### src/rtl/load_store_unit_pkg.sv
// Shared instruction constants for the load/store path: decoded op, FSM states, access sizes.
// Latency: n/a (types and pure functions only).
// Backpressure: n/a.
package load_store_unit_pkg;

    typedef struct packed {
        logic lw;
        logic lh;
        logic lhu;
        logic lb;
        logic lbu;
        logic sw;
        logic sh;
        logic sb;
    } InstructionSet;

    typedef enum logic [1:0] {
        IDLE,
        REQ,
        DONE
    } lsu_state_e;

    typedef enum logic [1:0] {
        BYTE,
        HALF,
        WORD
    } access_size_e;

    function automatic logic is_aligned(input access_size_e size, input logic [1:0] addr_lo);
        case (size)
            WORD:    is_aligned = (addr_lo == 2'b00);
            HALF:    is_aligned = (addr_lo[0] == 1'b0);
            default: is_aligned = 1'b1;
        endcase
    endfunction

endpackage

### src/rtl/load_store_unit_lane_align.sv
// Byte-lane enables, store-data replication and load-data extraction/extension.
// Latency: purely combinational.
// Backpressure: none; follows its inputs.
module lsu_lane_align
    import load_store_unit_pkg::*;
(
    input  access_size_e size,
    input  logic [1:0]   addr_lo,
    input  logic         sign_ext,
    input  logic [31:0]  wdata,
    input  logic [31:0]  mem_rdata,
    output logic [3:0]   be,
    output logic [31:0]  wdata_rep,
    output logic [31:0]  rdata_ext
);

    logic [31:0] shifted;

    always_comb begin
        shifted   = mem_rdata >> {addr_lo, 3'b000};
        be        = 4'b1111;
        wdata_rep = wdata;
        rdata_ext = mem_rdata;
        case (size)
            BYTE: begin
                be        = 4'b0001 << addr_lo;
                wdata_rep = {4{wdata[7:0]}};
                rdata_ext = {{24{sign_ext & shifted[7]}}, shifted[7:0]};
            end
            HALF: begin
                be        = 4'b0011 << addr_lo;
                wdata_rep = {2{wdata[15:0]}};
                rdata_ext = {{16{sign_ext & shifted[15]}}, shifted[15:0]};
            end
            default: ;
        endcase
    end

endmodule

### src/rtl/load_store_unit.sv
// Single-outstanding load/store sequencer between the pipeline and a word-wide memory port.
// Latency: start -> mem_req next cycle -> done the cycle after ack; misaligned ops fault in 1 cycle.
// Backpressure: busy stalls the pipeline; mem_req is held until mem_ack with no timeout.
module load_store_unit
    import load_store_unit_pkg::*;
(
    input  logic          clk,
    input  logic          rst,
    input  InstructionSet op,
    input  logic          start,
    input  logic [31:0]   addr,
    input  logic [31:0]   wdata,
    output logic          busy,
    output logic          done,
    output logic [31:0]   rdata,
    output logic          fault,
    output logic          mem_req,
    output logic          mem_we,
    output logic [31:0]   mem_addr,
    output logic [3:0]    mem_be,
    output logic [31:0]   mem_wdata,
    input  logic          mem_ack,
    input  logic [31:0]   mem_rdata
);

    lsu_state_e   state_q, state_d;
    access_size_e size_q, req_size;
    logic [1:0]   lo_q;
    logic         sign_q, we_q, fault_q;
    logic [29:0]  addr_q;
    logic [31:0]  wdata_q, rdata_q;
    logic         req_vld, req_we, req_sign, req_aligned, accept;
    logic [3:0]   be;
    logic [31:0]  wdata_rep, rdata_ext;

    // Priority encode the one-hot op; loads win over stores, wider over narrower.
    always_comb begin
        req_vld  = 1'b1;
        req_we   = 1'b0;
        req_sign = 1'b0;
        req_size = WORD;
        if (op.lw) begin
            req_size = WORD;
        end else if (op.lh) begin
            req_size = HALF;
            req_sign = 1'b1;
        end else if (op.lhu) begin
            req_size = HALF;
        end else if (op.lb) begin
            req_size = BYTE;
            req_sign = 1'b1;
        end else if (op.lbu) begin
            req_size = BYTE;
        end else if (op.sw) begin
            req_we   = 1'b1;
        end else if (op.sh) begin
            req_we   = 1'b1;
            req_size = HALF;
        end else if (op.sb) begin
            req_we   = 1'b1;
            req_size = BYTE;
        end else begin
            req_vld  = 1'b0;
        end
    end

    assign req_aligned = is_aligned(req_size, addr[1:0]);
    assign accept      = (state_q == IDLE) && start && req_vld;

    always_comb begin
        state_d = state_q;
        case (state_q)
            IDLE:    if (accept) state_d = req_aligned ? REQ : DONE;
            REQ:     if (mem_ack) state_d = DONE;
            DONE:    state_d = IDLE;
            default: state_d = IDLE;
        endcase
    end

    always_ff @(posedge clk) begin
        if (rst) begin
            state_q <= IDLE;
            size_q  <= BYTE;
            lo_q    <= 2'b00;
            sign_q  <= 1'b0;
            we_q    <= 1'b0;
            addr_q  <= '0;
            wdata_q <= '0;
            rdata_q <= '0;
            fault_q <= 1'b0;
        end else begin
            state_q <= state_d;
            if (accept) begin
                size_q  <= req_size;
                lo_q    <= addr[1:0];
                sign_q  <= req_sign;
                we_q    <= req_we;
                addr_q  <= addr[31:2];
                wdata_q <= wdata;
                rdata_q <= '0;
                fault_q <= !req_aligned;
            end else if (state_q == REQ && mem_ack) begin
                rdata_q <= we_q ? 32'h0 : rdata_ext;
            end
        end
    end

    // Lane logic works from latched request fields so the bus stays stable while waiting.
    lsu_lane_align u_align (
        .size      (size_q),
        .addr_lo   (lo_q),
        .sign_ext  (sign_q),
        .wdata     (wdata_q),
        .mem_rdata (mem_rdata),
        .be        (be),
        .wdata_rep (wdata_rep),
        .rdata_ext (rdata_ext)
    );

    assign busy      = (state_q != IDLE);
    assign done      = (state_q == DONE);
    assign rdata     = done ? rdata_q : 32'h0;
    assign fault     = done & fault_q;
    assign mem_req   = (state_q == REQ);
    assign mem_we    = mem_req & we_q;
    assign mem_addr  = mem_req ? {addr_q, 2'b00} : 32'h0;
    assign mem_be    = mem_req ? be : 4'h0;
    assign mem_wdata = (mem_req && we_q) ? wdata_rep : 32'h0;

endmodule
### config.mk
export PLATFORM = sky130hd
export DESIGN_NAME = load_store_unit
export DESIGN_NICKNAME = d
export VERILOG_FILES = /design/src/rtl/load_store_unit_pkg.sv /design/src/rtl/load_store_unit_lane_align.sv /design/src/rtl/load_store_unit.sv
export SDC_FILE = /design/constraint.sdc
export NUM_CORES = 1
export LEC_CHECK = 0
export BUFFER_PORTS_ARGS = -buffer_cell sky130_fd_sc_hd__buf_2
export CAP_MARGIN = 20
export CELL_PAD_IN_SITES_DETAIL_PLACEMENT = 1
export CELL_PAD_IN_SITES_GLOBAL_PLACEMENT = 2
export CORE_ASPECT_RATIO = 2
export CORE_MARGIN = 2
export CORE_UTILIZATION = 28
export CTS_CLUSTER_SIZE = 12
export DETAILED_ROUTE_END_ITERATION = 7
export PLACE_DENSITY_LB_ADDON = 0.1
export SYNTH_ARGS = -nofsm -noshare
export SYNTH_HDL_FRONTEND = slang
export SYNTH_SLANG_ARGS = --single-unit
### constraint.sdc
create_clock -name clk -period 6.03 [get_ports clk]
set_input_delay 1.206 -clock clk [delete_from_list [all_inputs] [get_ports clk]]
set_output_delay 1.206 -clock clk [all_outputs]
set_load 0.02 [all_outputs]
==> run summary, run 1 <==
RUN STATUS
---------------------------------------------------------------------------------
Status .............................................................    completed

WORST SETUP PATH
---------------------------------------------------------------------------------
Largest driver fanout on the critical path .........................           20
Capture instance of the worst register-to-register path ............  rdata_q[21]
Sort of element at the start of the critical path ..................         flop
Critical-path cell with the highest stage delay ....................      dfxtp_1
Critical path required time ........................................      4.82 ns
Startpoint of the worst-slack reg-to-reg timing path ...............      lo_q[0]
Data arrival, critical path ........................................      2.57 ns
Critical path, cell by cell ........................................ buf_4 > nor2_1 > nor2_1 > nor2_1 > buf_2
Critical Path Sink Type ............................................  output port
Maximum cell stage delay along the critical path ...................      0.86 ns
Launch point of the worst path .....................................      lo_q[0]
R2R Setup Slk ......................................................      3.33 ns
Setup CP Type ......................................................   reg -> out
Crit path to .......................................................    mem_be[0]
Cell count of the worst reg-to-reg path ............................            4
Most Frequent Cell on Critical Path ................................       nor2_1

FLOORPLANNING
---------------------------------------------------------------------------------
Number of rows created at floorplan ................................           71
Starting density of the core .......................................        28.6%
Die area ...........................................................   0.0204 mm²
Y dimension of the die .............................................       200 µm
Die outline width ..................................................       102 µm
Number of primary I/O pins .........................................          213
Core Region ........................................................   0.0188 mm²

STA
---------------------------------------------------------------------------------
Setup repair after global routing missed its margin ................        false
Least-Margin Pin Slew ..............................................     0.981 ns
Final critical-path share of the clock period ......................        62.7%
Worst Clk Skew .....................................................   0.00910 ns
Worst slew margin ..................................................        34.4%
Min Tclk post-route ................................................      3.78 ns
Final count of pins violating max slew .............................            0
Final hold violation count .........................................            0
Total negative setup slack .........................................         0 ns
Setup violations, final ............................................            0
Max frequency ......................................................    0.265 GHz

PWR
---------------------------------------------------------------------------------
Ratio of total power to cell area ..................................   252 mW/mm²
Max IR drop VDD ....................................................     0.140 mV
Net Sw Frac ........................................................        28.7%
Part of the total power dissipated in the clock network ............        39.1%
Sequential Power Share .............................................        43.2%
Switching power ....................................................     0.502 mW
Static power due to leakage ........................................      3.02 nW
Design internal power ..............................................      1.25 mW
Combinational share of power .......................................        17.6%

CTS
---------------------------------------------------------------------------------
Sink count of the clock tree .......................................          103
Hold buffer count at cts ...........................................            0
Resize count post-CTS ..............................................            0
TritonCTS clock tree ...............................................        built
Maximum clock insertion buffer count ...............................            2
Number of buffers created by CTS ...................................            9
CTS H-tree depth ...................................................            3
Root buffer selected by CTS ........................................    clkbuf_16
Clock slew at reported path FFs ....................................      0.07 ns
Source-to-sink clock delay at the later pin of the worst-skew pair .      0.35 ns
Post-CTS setup repair buffer count .................................            0

LOGIC SYNTHESIS
---------------------------------------------------------------------------------
Flip-flop and latch count after synthesis ..........................          103
Ys flop type .......................................................      dfxtp_1
Seq/Total Area, Yosys ..............................................        38.3%
Number of flops mapped to enable cells by yosys ....................            0
Unique masters post-synth ..........................................           43
Most frequent cell after synthesis .................................      nand2_1
Syn Inst Count .....................................................          727
Top area cells in the synthesized netlist .......................... dfxtp_1, nand2_1, a21oi_1
Cell taking the most area after synthesis ..........................      dfxtp_1
Netlist area before placement ......................................  0.00539 mm²
Asr flop ratio synth ...............................................           0%
Area share of the largest cell type after synthesis ................        38.3%
Commonest cells in the synthesized netlist ......................... nand2_1, a21oi_1, dfxtp_1
Count of synthesis-stage warnings from yosys .......................            0
Average cell area after synthesis ..................................     7.41 µm²

PLACED DESIGN
---------------------------------------------------------------------------------
Number of port buffers .............................................          210
Final weighted congestion in routability-driven placement ..........        0.782
Cell area after placement ..........................................  0.00659 mm²
Detailed placement HPWL ............................................     16000 µm

DRT
---------------------------------------------------------------------------------
Count of nets left with antenna violations after detail routing ....            0
Residual DRC .......................................................            0
WL/cell ............................................................      18.2 µm
Routed wire length .................................................     21100 µm
Vias per std cell ..................................................         4.95
Vias ...............................................................         5736
Initial DRC Count ..................................................          126
Iteration count of the initial detailed-routing pass ...............            6

CELLS AND AREA
---------------------------------------------------------------------------------
Post-layout net count ..............................................         1009
Proportion of layout cells with a drive suffix above 1 .............        27.9%
Post-Layout Inst Area ..............................................  0.00697 mm²
Fill cell total of the finished layout .............................         2429
Sequential Area ....................................................  0.00206 mm²
# diodes ...........................................................            0
Layout overhead on the synthesized area ............................        29.3%
Area occupied by multi-input gates .................................  0.00304 mm²

GRT
---------------------------------------------------------------------------------
GR Util met2 .......................................................        39.9%
GRT overflow .......................................................            0
Vias in the first global route .....................................         6236
Met3 GRT Util ......................................................        3.63%
Antenna violations before repair ...................................            0
Global-route met1 utilization ......................................        21.1%
Most used routing layer ............................................         met2
Largest net degree at the start of global routing ..................           73
Global-route wire length before repair .............................     33000 µm
Global Route Usage Sum .............................................        20.9%

JOB
---------------------------------------------------------------------------------
Max-cap violations .................................................            0

MIN PATH
---------------------------------------------------------------------------------
Classification of the worst-slack hold path ........................   reg -> reg

[logic make-up (layout without fill, tap and decap cells)]
family / count (synthesis) / in the layout / synth area share (%)
AOI/OAI and AO/OA: 172 / 172 / 18.4
adders and majority gates: 2 / 2 / 0.464
buffers and inverters: 70 / 246 / 5.39
DFF: 103 / 103 / 38.3
muxes: 33 / 33 / 6.69
other: 1 / 2 / 0.0696
and+or+nand+nor: 346 / 346 / 30.7
[flip-flops by register name, summed over array words and instances, names as in the netlist]
name,count
state_q,2
we_q,1
sign_q,1
addr_q,30
rdata_q,32
size_q,2
lo_q,2
fault_q,1
wdata_q,32
[layout by cell type, fill, tap and decap left out, drive strengths merged, types with 2 or more instances in the layout]
cell type	synthesis	final
a211oi	5	5
a21oi	110	110
a221oi	4	4
a222oi	3	3
a31oi	16	16
and2	64	64
and3	8	8
and3b	4	4
and4	4	4
buf	17	222
bufinv	0	3
clkbuf	45	11
conb	1	2
dfxtp	103	103
ha	2	2
inv	8	9
mux2	4	4
mux2i	27	27
mux4	2	2
nand2	177	177
nand2b	2	2
nand3	18	18
nand3b	4	4
nor2	36	36
nor2b	11	11
nor3b	9	9
o21ai	19	19
o21ba	2	2
o21bai	2	2
o221ai	7	7
or2	2	2
or3	2	2
[final cells by class]
class | instances | share of cell area [%]
clock buffer | 11 | 3.48
clock inverter | 5 | 1.49
inverter | 8 | 0.431
multi-input combinational | 555 | 43.7
sequential | 103 | 29.6
tap | 255 | 4.58
timing repair buffer | 222 | 16.7
[stage by stage]
stage	hold slack [ns]	cells	utilization, %	setup slack [ns]	power [mW]
floorplan	0.427	728	-	3.04	0.956
finish	0.452	1159	37.0	2.25	1.75
global placement	0.438	1141	34.9	2.11	1.07
global route	0.472	1159	37.0	2.15	1.85
detailed placement	0.445	1142	35.0	1.98	1.08
CTS	0.455	1158	36.8	1.58	1.78
[worst min path at each step]
stage               start          to  slack [ns]  cells past startpoint
2_1_floorplan  rdata_q[0]  rdata_q[0]        0.43                      2
3_3_place_gp    addr_q[5]   addr_q[5]        0.44                      2
3_5_place_dp   addr_q[23]  addr_q[23]        0.44                      2
4_1_cts        addr_q[23]  addr_q[23]        0.45                      2
5_1_grt        rdata_q[5]  rdata_q[5]        0.47                      2
6_report       addr_q[23]  addr_q[23]        0.45                      2
[routing by layer]
metal | routed length (µm) | up-vias
met5 | 0 | -
met4 | 746 | 0
met3 | 1050 | 28
met2 | 11700 | 170
met1 | 7530 | 2738
li1 | - | 2800
[critical path: cells and delay by family (launching register included)]
| kind | cells | cell delay (ns) |
|---|---|---|
| buffers and inverters | 2 | 0.59 |
| DFF | 1 | 0.86 |
| and+or+nand+nor | 3 | 0.76 |
[power by group through the flow]
stage	Combinational (mW)	Sequential, mW	Clock, mW
after floorplan	0.206	0.751	0
after global placement	0.302	0.771	0
after detailed placement	0.311	0.774	0
after CTS	0.312	0.758	0.709
after global routing	0.345	0.764	0.738
final	0.309	0.757	0.686
Power figures use the tool's default switching activity.
==> run 2: changes to the inputs <==
CORE_UTILIZATION = 26   (was 28)
clock period = 3.8 ns   (was 6.03 ns; I/O delays follow)
==> run summary, run 2 (same netlist as run 1, synthesis figures left out) <==
CTS
---------------------------------------------------------------------------------
Root buffer selected by CTS ........................................    clkbuf_16
Clock slew at reported path FFs ....................................      0.07 ns
Sink count of the clock tree .......................................          103
Resize count post-CTS ..............................................            0
TritonCTS clock tree ...............................................        built
Source-to-sink clock delay at the later pin of the worst-skew pair .      0.36 ns
Hold buffer count at cts ...........................................            0
Maximum clock insertion buffer count ...............................            2
CTS H-tree depth ...................................................            3
Number of buffers created by CTS ...................................            9
Post-CTS setup repair buffer count .................................            0

STA
---------------------------------------------------------------------------------
Final count of pins violating max slew .............................            0
Worst slew margin ..................................................        41.7%
Least-Margin Pin Slew ..............................................     0.872 ns
Setup violations, final ............................................            0
Worst hold slack after final layout ................................     0.452 ns
Max frequency ......................................................    0.343 GHz
Setup repair after global routing missed its margin ................        false
Min Tclk post-route ................................................      2.92 ns
Total negative setup slack .........................................         0 ns
Worst Clk Skew .....................................................   0.00500 ns
Final hold violation count .........................................            0
Final critical-path share of the clock period ......................        76.7%

WORST SETUP PATH
---------------------------------------------------------------------------------
Critical path required time ........................................      3.04 ns
Worst path buffer plus inverter count ..............................            3
Maximum cell stage delay along the critical path ...................      0.43 ns
Critical-path cell with the highest stage delay ....................      dfxtp_1
Largest driver fanout on the critical path .........................           13
Crit-path leading delay family ..................................... buffers and inverters
Sort of element at the start of the critical path ..................         flop
Critical path, cell by cell ........................................ nand2b_1 > inv_1 > nand2_1 > buf_4 > a21oi_1 > buf_2
Critical Path Sink Type ............................................  output port
Data arrival, critical path ........................................      2.16 ns
Setup CP Type ......................................................   reg -> out

JOB
---------------------------------------------------------------------------------
Max-cap violations .................................................            0

FLOORPLANNING
---------------------------------------------------------------------------------
Die outline width ..................................................       106 µm
Starting density of the core .......................................        26.5%
Number of primary I/O pins .........................................          213
Y dimension of the die .............................................       208 µm
Die area ...........................................................   0.0220 mm²
Number of rows created at floorplan ................................           74
Core Region ........................................................   0.0204 mm²

CELLS AND AREA
---------------------------------------------------------------------------------
Proportion of layout cells with a drive suffix above 1 .............        28.2%
Layout overhead on the synthesized area ............................        28.6%
Highest-count cells in the layout ignoring fill and taps ........... buf_2, nand2_1, a21oi_1, dfxtp_1, and2_1
Post-layout net count ..............................................         1016
# diodes ...........................................................            0
Largest registers .................................................. rdata_q (32), wdata_q (32), addr_q (30)
Most common cell after layout, fill and taps aside .................        buf_2

DRT
---------------------------------------------------------------------------------
Vias per std cell ..................................................         4.91
Residual DRC .......................................................            0
Initial DRC Count ..................................................          175
WL/cell ............................................................      18.9 µm
Vias ...............................................................         5780
Count of nets left with antenna violations after detail routing ....            0
Routed wire length .................................................     22200 µm
Iteration count of the initial detailed-routing pass ...............            4

RUN STATUS
---------------------------------------------------------------------------------
Status .............................................................    completed

PWR
---------------------------------------------------------------------------------
Max IR drop VDD ....................................................     0.177 mV
Ratio of total power to cell area ..................................   374 mW/mm²
Static power due to leakage ........................................      3.01 nW

GRT
---------------------------------------------------------------------------------
Vias in the first global route .....................................         6338
GRT overflow .......................................................            0
Global Route Usage Sum .............................................        20.6%
Global-route wire length before repair .............................     35000 µm
Antenna violations before repair ...................................            3
Largest net degree at the start of global routing ..................           58

PLACED DESIGN
---------------------------------------------------------------------------------
Final weighted congestion in routability-driven placement ..........        0.821
Detailed placement HPWL ............................................     17100 µm
Number of port buffers .............................................          210

MIN PATH
---------------------------------------------------------------------------------
Classification of the worst-slack hold path ........................   reg -> reg

[run 2: cell types whose count changed in the layout (fill, tap and decap cells not counted)]
cell,before,now
buf_4,10,19
bufinv_16,3,0
clkbuf_1,1,3
buf_16,1,0
buf_6,1,0
clkinv_2,1,2
clkinv_4,0,1
inv_6,1,0
[run 2: per-layer routing]
| layer | vias up | GRT usage [%] | part of all wire, % |
|---|---|---|---|
| met5 | - | 0 | 0.058 |
| met4 | 2 | 9.75 | 4.1 |
| met3 | 32 | 4.49 | 4.9 |
| met2 | 157 | 40.8 | 57 |
| met1 | 2777 | 19.4 | 34 |
| li1 | 2812 | - | - |
[run 2: layout make-up]
cell class	count	area [µm²]
Fill cell	2583	13400
Timing Repair Buffer	229	1190
Tap cell	266	333
Sequential cell	103	2060
Multi-Input combinational cell	555	3040
Inverter	8	30.0
Clock buffer	13	250
Clock inverter	3	18.8
[run 2: per-stage QoR]
stage / worst slack (ns) / std cells / utilization [%] / total power [mW] / cell area, µm²
2_1_floorplan: 1.25 / 728 / - / 1.52 / 5390
3_3_place_gp: 1.01 / 1161 / 32.7 / 1.72 / 6660
3_5_place_dp: 0.948 / 1161 / 32.7 / 1.74 / 6660
4_1_cts: 0.807 / 1177 / 34.0 / 2.64 / 6930
5_1_grt: 0.664 / 1177 / 34.0 / 2.74 / 6930
6_report: 0.884 / 1177 / 34.0 / 2.59 / 6930
[run 2: power breakdown]
part	switching (mW)	total, mW	internal (mW)	leakage [nW]
registers	0.0509	1.19	1.14	0.842
clock network	0.431	0.895	0.463	0.134
logic	0.327	0.509	0.182	2.03
[run 2: worst paths after layout]
kind                                 start      endpoint  slack [ns]  cells past startpoint
worst max-delay path            state_q[0]  mem_wdata[9]        0.88                      6
worst max register to register     lo_q[0]   rdata_q[30]        1.30                      4
worst min register to register  addr_q[16]    addr_q[16]        0.45                      2
worst min-delay path            addr_q[16]    addr_q[16]        0.45                      2
[run 2: tightest hold or removal path, stage by stage, from the launching register on]
cell     delay, ns
dfxtp_1       0.31
nand2_1       0.05
a21oi_1       0.05
